==> src/rtl/tx9_link_pkg.sv <==
// Shared types, widths and symbol helpers for the 9-lane 40:10 LVDS
// transmit link sequencer.
package tx9_link_pkg;

  typedef enum logic [1:0] {
    ST_PLL_RST   = 2'd0,
    ST_WAIT_LOCK = 2'd1,
    ST_TRAIN     = 2'd2,
    ST_RUN       = 2'd3
  } state_e;

  localparam int NLANES = 9;
  localparam int LANE_W = 40;
  localparam int SYM_W  = 10;
  localparam int NPHASE = 4;
  localparam int WORD_W = NLANES * LANE_W;

  localparam logic [SYM_W-1:0] TRAIN_PAT_DEF = 10'h3E0;
  localparam logic [SYM_W-1:0] IDLE_PAT_DEF  = 10'h155;

  function automatic logic [WORD_W-1:0] rep_sym(
    input logic [SYM_W-1:0] s
  );
    return {(WORD_W/SYM_W){s}};
  endfunction

endpackage

==> src/rtl/tx9_lock_mon.sv <==
// PLL lock synchronizer and stability qualifier for the tx9 link.
// Qualified once the synced lock has been high LOCK_STABLE cycles in a row.
module tx9_lock_mon #(
  parameter int LOCK_STABLE = 256
) (
  input  logic I_clk,
  input  logic I_rst_n,
  input  logic I_lock,
  output logic O_synced,
  output logic O_qualified
);

  localparam int CW = $clog2(LOCK_STABLE + 1);
  localparam logic [CW-1:0] CMAX = CW'(LOCK_STABLE);

  logic [1:0]    sync_q, sync_d;
  logic [CW-1:0] cnt_q, cnt_d;

  always_comb begin
    sync_d = {sync_q[0], I_lock};
    cnt_d  = '0;
    // cnt_d counts the current synced-high cycle as well
    if (sync_q[1]) begin
      cnt_d = (cnt_q == CMAX) ? cnt_q : cnt_q + 1'b1;
    end
  end

  always_ff @(posedge I_clk or negedge I_rst_n) begin
    if (!I_rst_n) begin
      sync_q <= '0;
      cnt_q  <= '0;
    end else begin
      sync_q <= sync_d;
      cnt_q  <= cnt_d;
    end
  end

  assign O_synced    = sync_q[1];
  assign O_qualified = (cnt_d == CMAX);

endmodule

==> src/rtl/tx9_link_seq.sv <==
// Link sequencer: PLL reset, lock wait, training and 360-bit word
// streaming to the 9-lane 40:10 mux/serializer wrapper.
module tx9_link_seq
  import tx9_link_pkg::*;
#(
  parameter int               PLL_RST_CYC  = 16,
  parameter int               LOCK_STABLE  = 256,
  parameter int               LOCK_TIMEOUT = 65535,
  parameter int               TRAIN_WORDS  = 64,
  parameter logic [SYM_W-1:0] TRAIN_PAT    = TRAIN_PAT_DEF,
  parameter logic [SYM_W-1:0] IDLE_PAT     = IDLE_PAT_DEF
) (
  input  logic              I_clk,
  input  logic              I_rst_n,
  input  logic              I_tx_locked,
  input  logic              I_valid,
  input  logic [WORD_W-1:0] I_data,
  input  logic              I_train_req,
  output logic              O_ready,
  output logic [WORD_W-1:0] O_word,
  output logic [1:0]        O_sel,
  output logic              O_pll_areset,
  output logic              O_link_up,
  output logic [15:0]       O_underrun_cnt,
  output logic [1:0]        O_state
);

  localparam logic [WORD_W-1:0] TRAIN_W = rep_sym(TRAIN_PAT);
  localparam logic [WORD_W-1:0] IDLE_W  = rep_sym(IDLE_PAT);
  // counters are 16 bits wide; parameters must stay within that range
  localparam logic [15:0] RST_LAST = 16'(PLL_RST_CYC - 1);
  localparam logic [15:0] TMO_LAST = 16'(LOCK_TIMEOUT - 1);
  localparam logic [15:0] TW_LAST  = 16'(TRAIN_WORDS - 1);

  state_e            state_q, state_d;
  logic [1:0]        sel_q, sel_d;
  logic [WORD_W-1:0] word_q, word_d;
  logic              link_up_q, link_up_d;
  logic [15:0]       und_q, und_d;
  logic [15:0]       rst_cnt_q, rst_cnt_d;
  logic [15:0]       tmo_q, tmo_d;
  logic [15:0]       wcnt_q, wcnt_d;
  logic              pend_q, pend_d;

  logic lock_sync;
  logic lock_qual;
  logic bnd;
  logic lost;
  logic hs;

  tx9_lock_mon #(
    .LOCK_STABLE (LOCK_STABLE)
  ) u_lock_mon (
    .I_clk       (I_clk),
    .I_rst_n     (I_rst_n),
    .I_lock      (I_tx_locked),
    .O_synced    (lock_sync),
    .O_qualified (lock_qual)
  );

  assign bnd     = (sel_q == 2'd3);
  assign O_ready = (state_q == ST_RUN) && bnd && !pend_q;
  assign hs      = I_valid && O_ready;
  assign lost    = ((state_q == ST_TRAIN) || (state_q == ST_RUN))
                   && !lock_sync;

  always_comb begin
    state_d   = state_q;
    sel_d     = sel_q;
    word_d    = word_q;
    link_up_d = link_up_q;
    und_d     = und_q;
    rst_cnt_d = rst_cnt_q;
    tmo_d     = tmo_q;
    wcnt_d    = wcnt_q;
    pend_d    = pend_q;
    if (lost) begin
      state_d   = ST_PLL_RST;
      sel_d     = 2'd0;
      word_d    = IDLE_W;
      link_up_d = 1'b0;
      rst_cnt_d = '0;
      pend_d    = 1'b0;
    end else begin
      unique case (state_q)
        ST_PLL_RST: begin
          sel_d     = 2'd0;
          word_d    = IDLE_W;
          link_up_d = 1'b0;
          pend_d    = 1'b0;
          rst_cnt_d = rst_cnt_q + 16'd1;
          if (rst_cnt_q == RST_LAST) begin
            state_d   = ST_WAIT_LOCK;
            rst_cnt_d = '0;
            tmo_d     = '0;
          end
        end
        ST_WAIT_LOCK: begin
          tmo_d = tmo_q + 16'd1;
          if (lock_qual) begin
            state_d = ST_TRAIN;
            sel_d   = 2'd0;
            wcnt_d  = '0;
            word_d  = TRAIN_W;
          end else if (tmo_q == TMO_LAST) begin
            state_d   = ST_PLL_RST;
            rst_cnt_d = '0;
          end
        end
        ST_TRAIN: begin
          sel_d = sel_q + 2'd1;
          if (bnd) begin
            wcnt_d = wcnt_q + 16'd1;
            if (wcnt_q == TW_LAST) begin
              state_d   = ST_RUN;
              link_up_d = 1'b1;
              word_d    = IDLE_W;
            end
          end
        end
        ST_RUN: begin
          sel_d = sel_q + 2'd1;
          if (I_train_req) pend_d = 1'b1;
          if (bnd) begin
            // a pending retrain leaves RUN at this boundary
            if (pend_q) begin
              state_d   = ST_TRAIN;
              wcnt_d    = '0;
              word_d    = TRAIN_W;
              pend_d    = 1'b0;
              link_up_d = 1'b0;
            end else if (hs) begin
              word_d = I_data;
            end else begin
              word_d = IDLE_W;
              if (und_q != 16'hFFFF) und_d = und_q + 16'd1;
            end
          end
        end
        default: state_d = ST_PLL_RST;
      endcase
    end
  end

  always_ff @(posedge I_clk or negedge I_rst_n) begin
    if (!I_rst_n) begin
      state_q   <= ST_PLL_RST;
      sel_q     <= 2'd0;
      word_q    <= IDLE_W;
      link_up_q <= 1'b0;
      und_q     <= '0;
      rst_cnt_q <= '0;
      tmo_q     <= '0;
      wcnt_q    <= '0;
      pend_q    <= 1'b0;
    end else begin
      state_q   <= state_d;
      sel_q     <= sel_d;
      word_q    <= word_d;
      link_up_q <= link_up_d;
      und_q     <= und_d;
      rst_cnt_q <= rst_cnt_d;
      tmo_q     <= tmo_d;
      wcnt_q    <= wcnt_d;
      pend_q    <= pend_d;
    end
  end

  assign O_word         = word_q;
  assign O_sel          = sel_q;
  assign O_pll_areset   = (state_q == ST_PLL_RST);
  assign O_link_up      = link_up_q;
  assign O_underrun_cnt = und_q;
  assign O_state        = state_q;

endmodule

==> config.mk <==
export PLATFORM = sky130hd
export DESIGN_NAME = tx9_link_seq
export DESIGN_NICKNAME = d
export VERILOG_FILES = /design/src/rtl/tx9_link_pkg.sv /design/src/rtl/tx9_lock_mon.sv /design/src/rtl/tx9_link_seq.sv
export SDC_FILE = /design/constraint.sdc
export NUM_CORES = 1
export LEC_CHECK = 0
export ABC_AREA = 0
export BUFFER_PORTS_ARGS = -buffer_cell sky130_fd_sc_hd__buf_2
export CAP_MARGIN = 20
export CORE_AREA = 4 4 287 289
export DETAILED_ROUTE_END_ITERATION = 10
export DIE_AREA = 0 0 291 293
export GPL_TIMING_DRIVEN = 0
export PLACE_DENSITY = 0.47
export SLEW_MARGIN = 20
export SYNTH_ARGS = -nofsm -noshare
export SYNTH_HDL_FRONTEND = slang
export SYNTH_HIERARCHICAL = 1
export SYNTH_SLANG_ARGS = --single-unit
==> constraint.sdc <==
create_clock -name I_clk -period 2.59 [get_ports I_clk]
set_clock_uncertainty 0.1 [all_clocks]
set_input_delay 0.1295 -clock I_clk [delete_from_list [all_inputs] [get_ports I_clk]]
set_output_delay 0.1295 -clock I_clk [all_outputs]
set_load 0.1 [all_outputs]
Word-level counts from Yosys, hierarchy flattened
Index checks and enable logic that the tools add are counted.

operators by class
  multiplexer cells = 45
  equality and inequality tests = 24
  add/subtract/negate cells = 6
  bitwise gates (word level) = 3
  reductions and logical operators = 21

operator list
  operator                                                                count
  360-bit two-way mux                                                     7
  360-bit case mux with 4 select lines                                    1
  16-bit two-way mux                                                      9
  16-bit by 1-bit adder with 16-bit output, second input constant         4
  16-bit case mux with 2 select lines                                     2
  16-bit case mux with 3 select lines                                     1
  2-bit two-way mux                                                       10
  9-bit equality test, second input constant                              2
  9-bit two-way mux                                                       2
  3-bit != test, second input constant                                    6
  6-bit AND reduction                                                     3
  16-bit equality test, second input constant                             1
  16-bit by 4-bit equality test with 1-bit output, second input constant  1
  16-bit by 6-bit equality test with 1-bit output, second input constant  1
  16-bit != test, second input constant                                   1
  9-bit by 1-bit adder with 9-bit output, second input constant           1
  1-bit two-way mux                                                       9
  3-bit nonzero test                                                      3
  2-bit != test, second input constant                                    4
  2-bit case mux with 4 select lines                                      1
  2-bit equality test, second input constant                              3
  2-bit case mux with 3 select lines                                      1
  3-bit AND reduction                                                     2
  5-bit AND reduction                                                     1
  17 further kinds                                                        23

word-level totals
  bits in registers = 441
  output and inout bits = 383
  logic and storage cells = 110

Depth between registers and ports, before layout
  depth in word-level cells = 9
  mapped depth = 11
  gate-level depth less buffers = 10

By module
Netlist, hierarchy kept.

modules (own cells, without submodules)
  module        sequential area each (µm²)  cells an instance  area an instance (µm²)  times used
  tx9_link_seq  10985.5                     1689               19135.9                 1
  tx9_lock_mon  275.3                       62                 633.1                   1

Least setup slack after synthesis
No wires, ideal clock.

  kind = reg2reg
  start = reg state_q[0], in the netlist O_state[0]
  end = reg rst_cnt_q[14]
  buffers on the path = 1
  clock period less this slack = 3.580 ns
  path slack = -0.990 ns
  setup time = 0.083 ns
  stages on the path, launching flop included = 7
  data arrival time = 3.397 ns
  path through = dfrtp_1 -> buf_2 -> nor2_1 -> nor2_1 -> o21ai_1 -> or4b_1 -> o21ai_0

between the ends
  elaborated cells on any way between the ends = 12

RTL lines
  element                                                                           line                 source
  start: declaration                                                                tx9_link_seq.sv:35   state_e state_q, state_d;
  start signal: assignment                                                          tx9_link_seq.sv:157  state_q <= state_d;
  2-bit zero test (*)                                                               n/a
  named net O_pll_areset                                                            tx9_link_seq.sv:22   output logic O_pll_areset,
  16-bit case mux with 2 select lines / 3-bit nonzero test (equally long branches)  n/a
  16-bit two-way mux / 3-bit AND reduction (equally long branches)                  n/a
  end signal: assignment                                                            tx9_link_seq.sv:162  rst_cnt_q <= rst_cnt_d;
  end: declaration                                                                  tx9_link_seq.sv:40   logic [15:0] rst_cnt_q, rst_cnt_d;

Mark *: on every way through the listed nets, which the timed path passes. The rest lies on a longest branch.
A chain may end at the register's enable or synchronous reset.

Worst setup path in the final report
  start = reg u_lock_mon.cnt_q[3]
  end = reg word_q[350], in the netlist O_word[350]

between the ends
  word-level cells in the longest chain between the ends = 6
  elaborated cells on any way between the ends = 7

ends and longest elaborated chain
  element                                                                               line                 source
  start: declaration                                                                    tx9_lock_mon.sv:17   logic [CW-1:0] cnt_q, cnt_d;
  start signal: assignment                                                              tx9_lock_mon.sv:34   cnt_q <= cnt_d;
  9-bit by 1-bit adder with 9-bit output / 9-bit equality test (equally long branches)  tx9_lock_mon.sv:24   cnt_d = (cnt_q == CMAX) ? cnt_q : cnt_q + 1'b1;
  9-bit two-way mux (*)                                                                 tx9_lock_mon.sv:24
  9-bit two-way mux (*)                                                                 tx9_lock_mon.sv:23   if (sync_q[1]) begin
  9-bit equality test (*)                                                               tx9_lock_mon.sv:39   assign O_qualified = (cnt_d == CMAX);
  named net lock_qual                                                                   tx9_link_seq.sv:46   logic lock_qual;
  3-bit != test (no line) (*)                                                           n/a
  4-bit AND reduction (no line) (*)                                                     n/a
  end signal: assignment                                                                tx9_link_seq.sv:159  word_q <= word_d;
  end: declaration                                                                      tx9_link_seq.sv:37   logic [WORD_W-1:0] word_q, word_d;

Marked as above.

==> results.toml <==
[floorplan]
dieWidth_um = 291
design.portCount = 748
row_count = 104
die_h_um = 293
start_util_pct = 24.7
core-area_mm2 = 0.0799
die_area_mm2 = 0.0853

[timing]
grt_setup_unrepaired = "yes"
final_max_slew_viol_count = 0
worst_pin_slew_ns = 0.993
finalWorstPathRequiredPeriod_ns = 3.02
timing.hold.ws_ns = 0.0379
finalHoldViolations = 0
maxClockFrequency_mhz = 331
final.setup.tns_ns = -125.83
final_critical_path_setup_slack_ns = -0.431
finalSetupViolations = 391
maxSlewHeadroom_pct = 33.8
final.period_utilization_pct = 117

[yosys]
xor_xnor_share_of_the_synthesized_area_pct = 1.28
synth_adder_area_share_pct = 0.506
ys_top_cells_by_count = "sky130_fd_sc_hd__nand2_1, sky130_fd_sc_hd__dfrtp_1, sky130_fd_sc_hd__mux2_2, sky130_fd_sc_hd__dfstp_2, sky130_fd_sc_hd__o21ai_0"
synth.area.mux_share_pct = 12.8
avgSynthCellArea_um2 = 11.3
synth_enable_flop_cells = 0
synth_seq_area_share_pct = 57.0
postSynthRegisterBits = 441
yosys.cell_count.top_type = "sky130_fd_sc_hd__nand2_1"
synth_compound_area_share_pct = 14.8
synth_area_mm2 = 0.0198
synth_top_family_by_area = "compound AO/OA/AOI/OAI gates"
synth_warnings = 6
synth_fp_nets = 2124
post_synth_and_or_nand_nor_area_fraction_pct = 10.1
synth.top_cells.by_area = "sky130_fd_sc_hd__dfrtp_1, sky130_fd_sc_hd__dfstp_2, sky130_fd_sc_hd__mux2_2"
syn-instance-count = 1751
yosys.cell_types.count = 60
synthDominantCellAreaShare_pct = 33.0
async_flop_share_pct = 100
yosysTopAreaCell = "sky130_fd_sc_hd__dfrtp_1"
synthFlopType = "sky130_fd_sc_hd__dfrtp_1"

[global_routing]
grt_first_pass_wirelength_um = 128000
globalRouteOverflowTotal = 0
initial_antenna_violation_count = 8
total_global_routing_track_utilization_pct = 19.3
via_count_of_the_first_global_routing_pass = 20100
maximum_number_of_pins_on_one_net_before_global_route_repair = 99

[layout]
fill_cells = 7646
area.growth.synth_to_final_pct = 68.6
finalNetCount = 3370
drive_gt1_share_pct = 47.5
layout.cells.non_filler = 4105
multi_input_comb_area_mm2 = 0.00881
ff_latch_area_mm2 = 0.0113
post-route-util_pct = 41.7
finalInstanceArea_mm2 = 0.0333

[routing]
top_layer = "met4"
drt-pass1-iter-count = 7
count_of_routing_violations_after_the_opening_detailed_route_iteration = 999
detail_route.wirelength_um = 87800
met2WireLength_um = 41800
viasPerCell = 4.65
count_of_vias_placed_by_the_detailed_router = 19100
wl_per_cell_um = 21.4
routedLengthMet1_um = 37100
met3WireLength_um = 4880
drc_viols = 0
antenna_violating_nets_post_route = 0

[pwr]
power_density_mw_per_mm2 = 476
totalPowerFinal_mw = 15.9
leakage_component_of_the_power_nw = 15.9
vdd.ir_drop.worst_v = 0.000472

[setup_path]
setup.worst_path.start = "u_lock_mon/cnt_q[3]$_DFF_PN0_"
start_kind = "register"
worst-path-max-fanout = 5
worst_ep_arrival_time_ns = 3.45
reg2reg_from = "u_lock_mon/cnt_q[3]$_DFF_PN0_"
cp.required_ns = 3.02
timing.setup.critical_path_class = "reg2reg"
critical_path.endpoint_type = "register"

[clock_tree]
htree_num_levels = 2
cts_tree = "built"
worstSkewPairLatency_ns = 0.61
clockRootBuffer = "sky130_fd_sc_hd__clkbuf_16"
clkTransAtPathRegs_ns = 0.06
max-clock-path-buffers = 3
cts_made_buffers = 53
clock_sinks = 441

[placement]
dp_cells = 3562
gp_congestion = 0.860
hpwl_um = 61500
place_ws_ns = -0.791
port_buffers = 747
place_area_mm2 = 0.0257

[outcome]
status = "finished, violations left"
failed_checks = "setup timing"

[run]
max_cap_viol_count = 0

[min_path]
hold_path.class = "in2async"
per-layer routing:
layer | GRT usage (%) | up-vias
met3 | 3.76 | 200
met1 | 24.6 | 9449
met4 | 8.34 | 0
met2 | 32.2 | 681
met5 | 0 | -
li1 | - | 8776
layout by cell type (no fill, tap or decap), types with 17 or more instances in the layout:
master                            n
sky130_fd_sc_hd__a21oi_1        123
sky130_fd_sc_hd__clkbuf_1        78
sky130_fd_sc_hd__dfrtp_1        245
sky130_fd_sc_hd__buf_4           21
sky130_fd_sc_hd__buf_12          32
sky130_fd_sc_hd__dfstp_2        180
sky130_fd_sc_hd__buf_6           17
sky130_fd_sc_hd__buf_16          17
sky130_fd_sc_hd__clkbuf_8        20
sky130_fd_sc_hd__clkbuf_16       70
sky130_fd_sc_hd__nand2_1        264
sky130_fd_sc_hd__nor2_1          40
sky130_fd_sc_hd__o22a_1          72
sky130_fd_sc_hd__dlygate4sd3_1  362
sky130_fd_sc_hd__o21ai_0        152
sky130_fd_sc_hd__buf_2          753
sky130_fd_sc_hd__nand3_1         27
sky130_fd_sc_hd__a22o_1          74
sky130_fd_sc_hd__nand4_1         24
sky130_fd_sc_hd__mux2_4         206
sky130_fd_sc_hd__xnor2_1         22
critical path: stages (launching register included):
cell and delay, ns:
sky130_fd_sc_hd__dfrtp_2 0.43, sky130_fd_sc_hd__nor4b_4 0.33, sky130_fd_sc_hd__nand4b_4 0.12, sky130_fd_sc_hd__or3_1 0.33, sky130_fd_sc_hd__a211oi_2 0.23, sky130_fd_sc_hd__o2111a_2 0.31, sky130_fd_sc_hd__o21a_4 0.21, sky130_fd_sc_hd__buf_12 0.17
sky130_fd_sc_hd__buf_16 0.14, sky130_fd_sc_hd__bufbuf_16 0.26, sky130_fd_sc_hd__mux2_4 0.30
state kept, by name (all words and copies together) (netlist names):
signal             flops
O_link_up              1
O_word               360
u_lock_mon/sync_q      2
pend_q                 1
u_lock_mon/cnt_q       9
rst_cnt_q             16
O_underrun_cnt        16
O_sel                  2
O_state                2
wcnt_q                16
tmo_q                 16
cell families (layout without fill, tap and decap cells):
| kind of cell | count (synthesis) | in the layout |
|---|---|---|
| other cells | 0 | 3 |
| buf+inv | 150 | 1441 |
| flops | 441 | 441 |
| xor+xnor | 29 | 29 |
| mux | 225 | 225 |
| compound gates | 460 | 460 |
| fa+ha+maj | 8 | 8 |
| simple gates | 438 | 438 |
final timing paths:
check	to	slack (ns)	depth (start not counted)
min	u_lock_mon/cnt_q[5]$_DFF_PN0_	0.04	2
max reg2reg	O_word[350]$_DFFE_PN1P_	-0.43	10
min in group I_clk	O_word[240]$_DFFE_PN1P_	0.05	4
min reg2reg	u_lock_mon/sync_q[1]$_DFF_PN0_	0.25	0
max	O_word[350]$_DFFE_PN1P_	-0.43	10
max in group asynchronous	O_word[82]$_DFFE_PN1P_	1.00	4
report_power, final:
part / internal (mW) / switching [mW] / leakage (nW)
clock: 4.79 / 3.21 / 0.926
sequential: 6.91 / 0.00922 / 5.49
combinational: 0.587 / 0.358 / 9.45
total: 12.3 / 3.58 / 15.9
cell type report:
type | instances | share of cell area [%]
flip-flops and latches | 441 | 33.8
repair buffers | 1197 | 26.7
multi-input cells | 1160 | 26.4
clock buffers | 71 | 4.51
well taps | 1060 | 3.98
plain buffers | 133 | 3.31
clock inverters | 29 | 1.06
inverters | 11 | 0.124
diodes | 3 | 0.0225
what timing repair did:
action / in CTS / in global routing
pin swaps: 8 / 22
resized for setup: 157 / 138
hold buffers: 362 / 0
setup endpoints to repair: 394 / 396
endpoints found under the hold margin: 440 / 0
buffers inserted: 29 / 23
gates cloned: 24 / 17
Power figures use the tool's default switching activity.
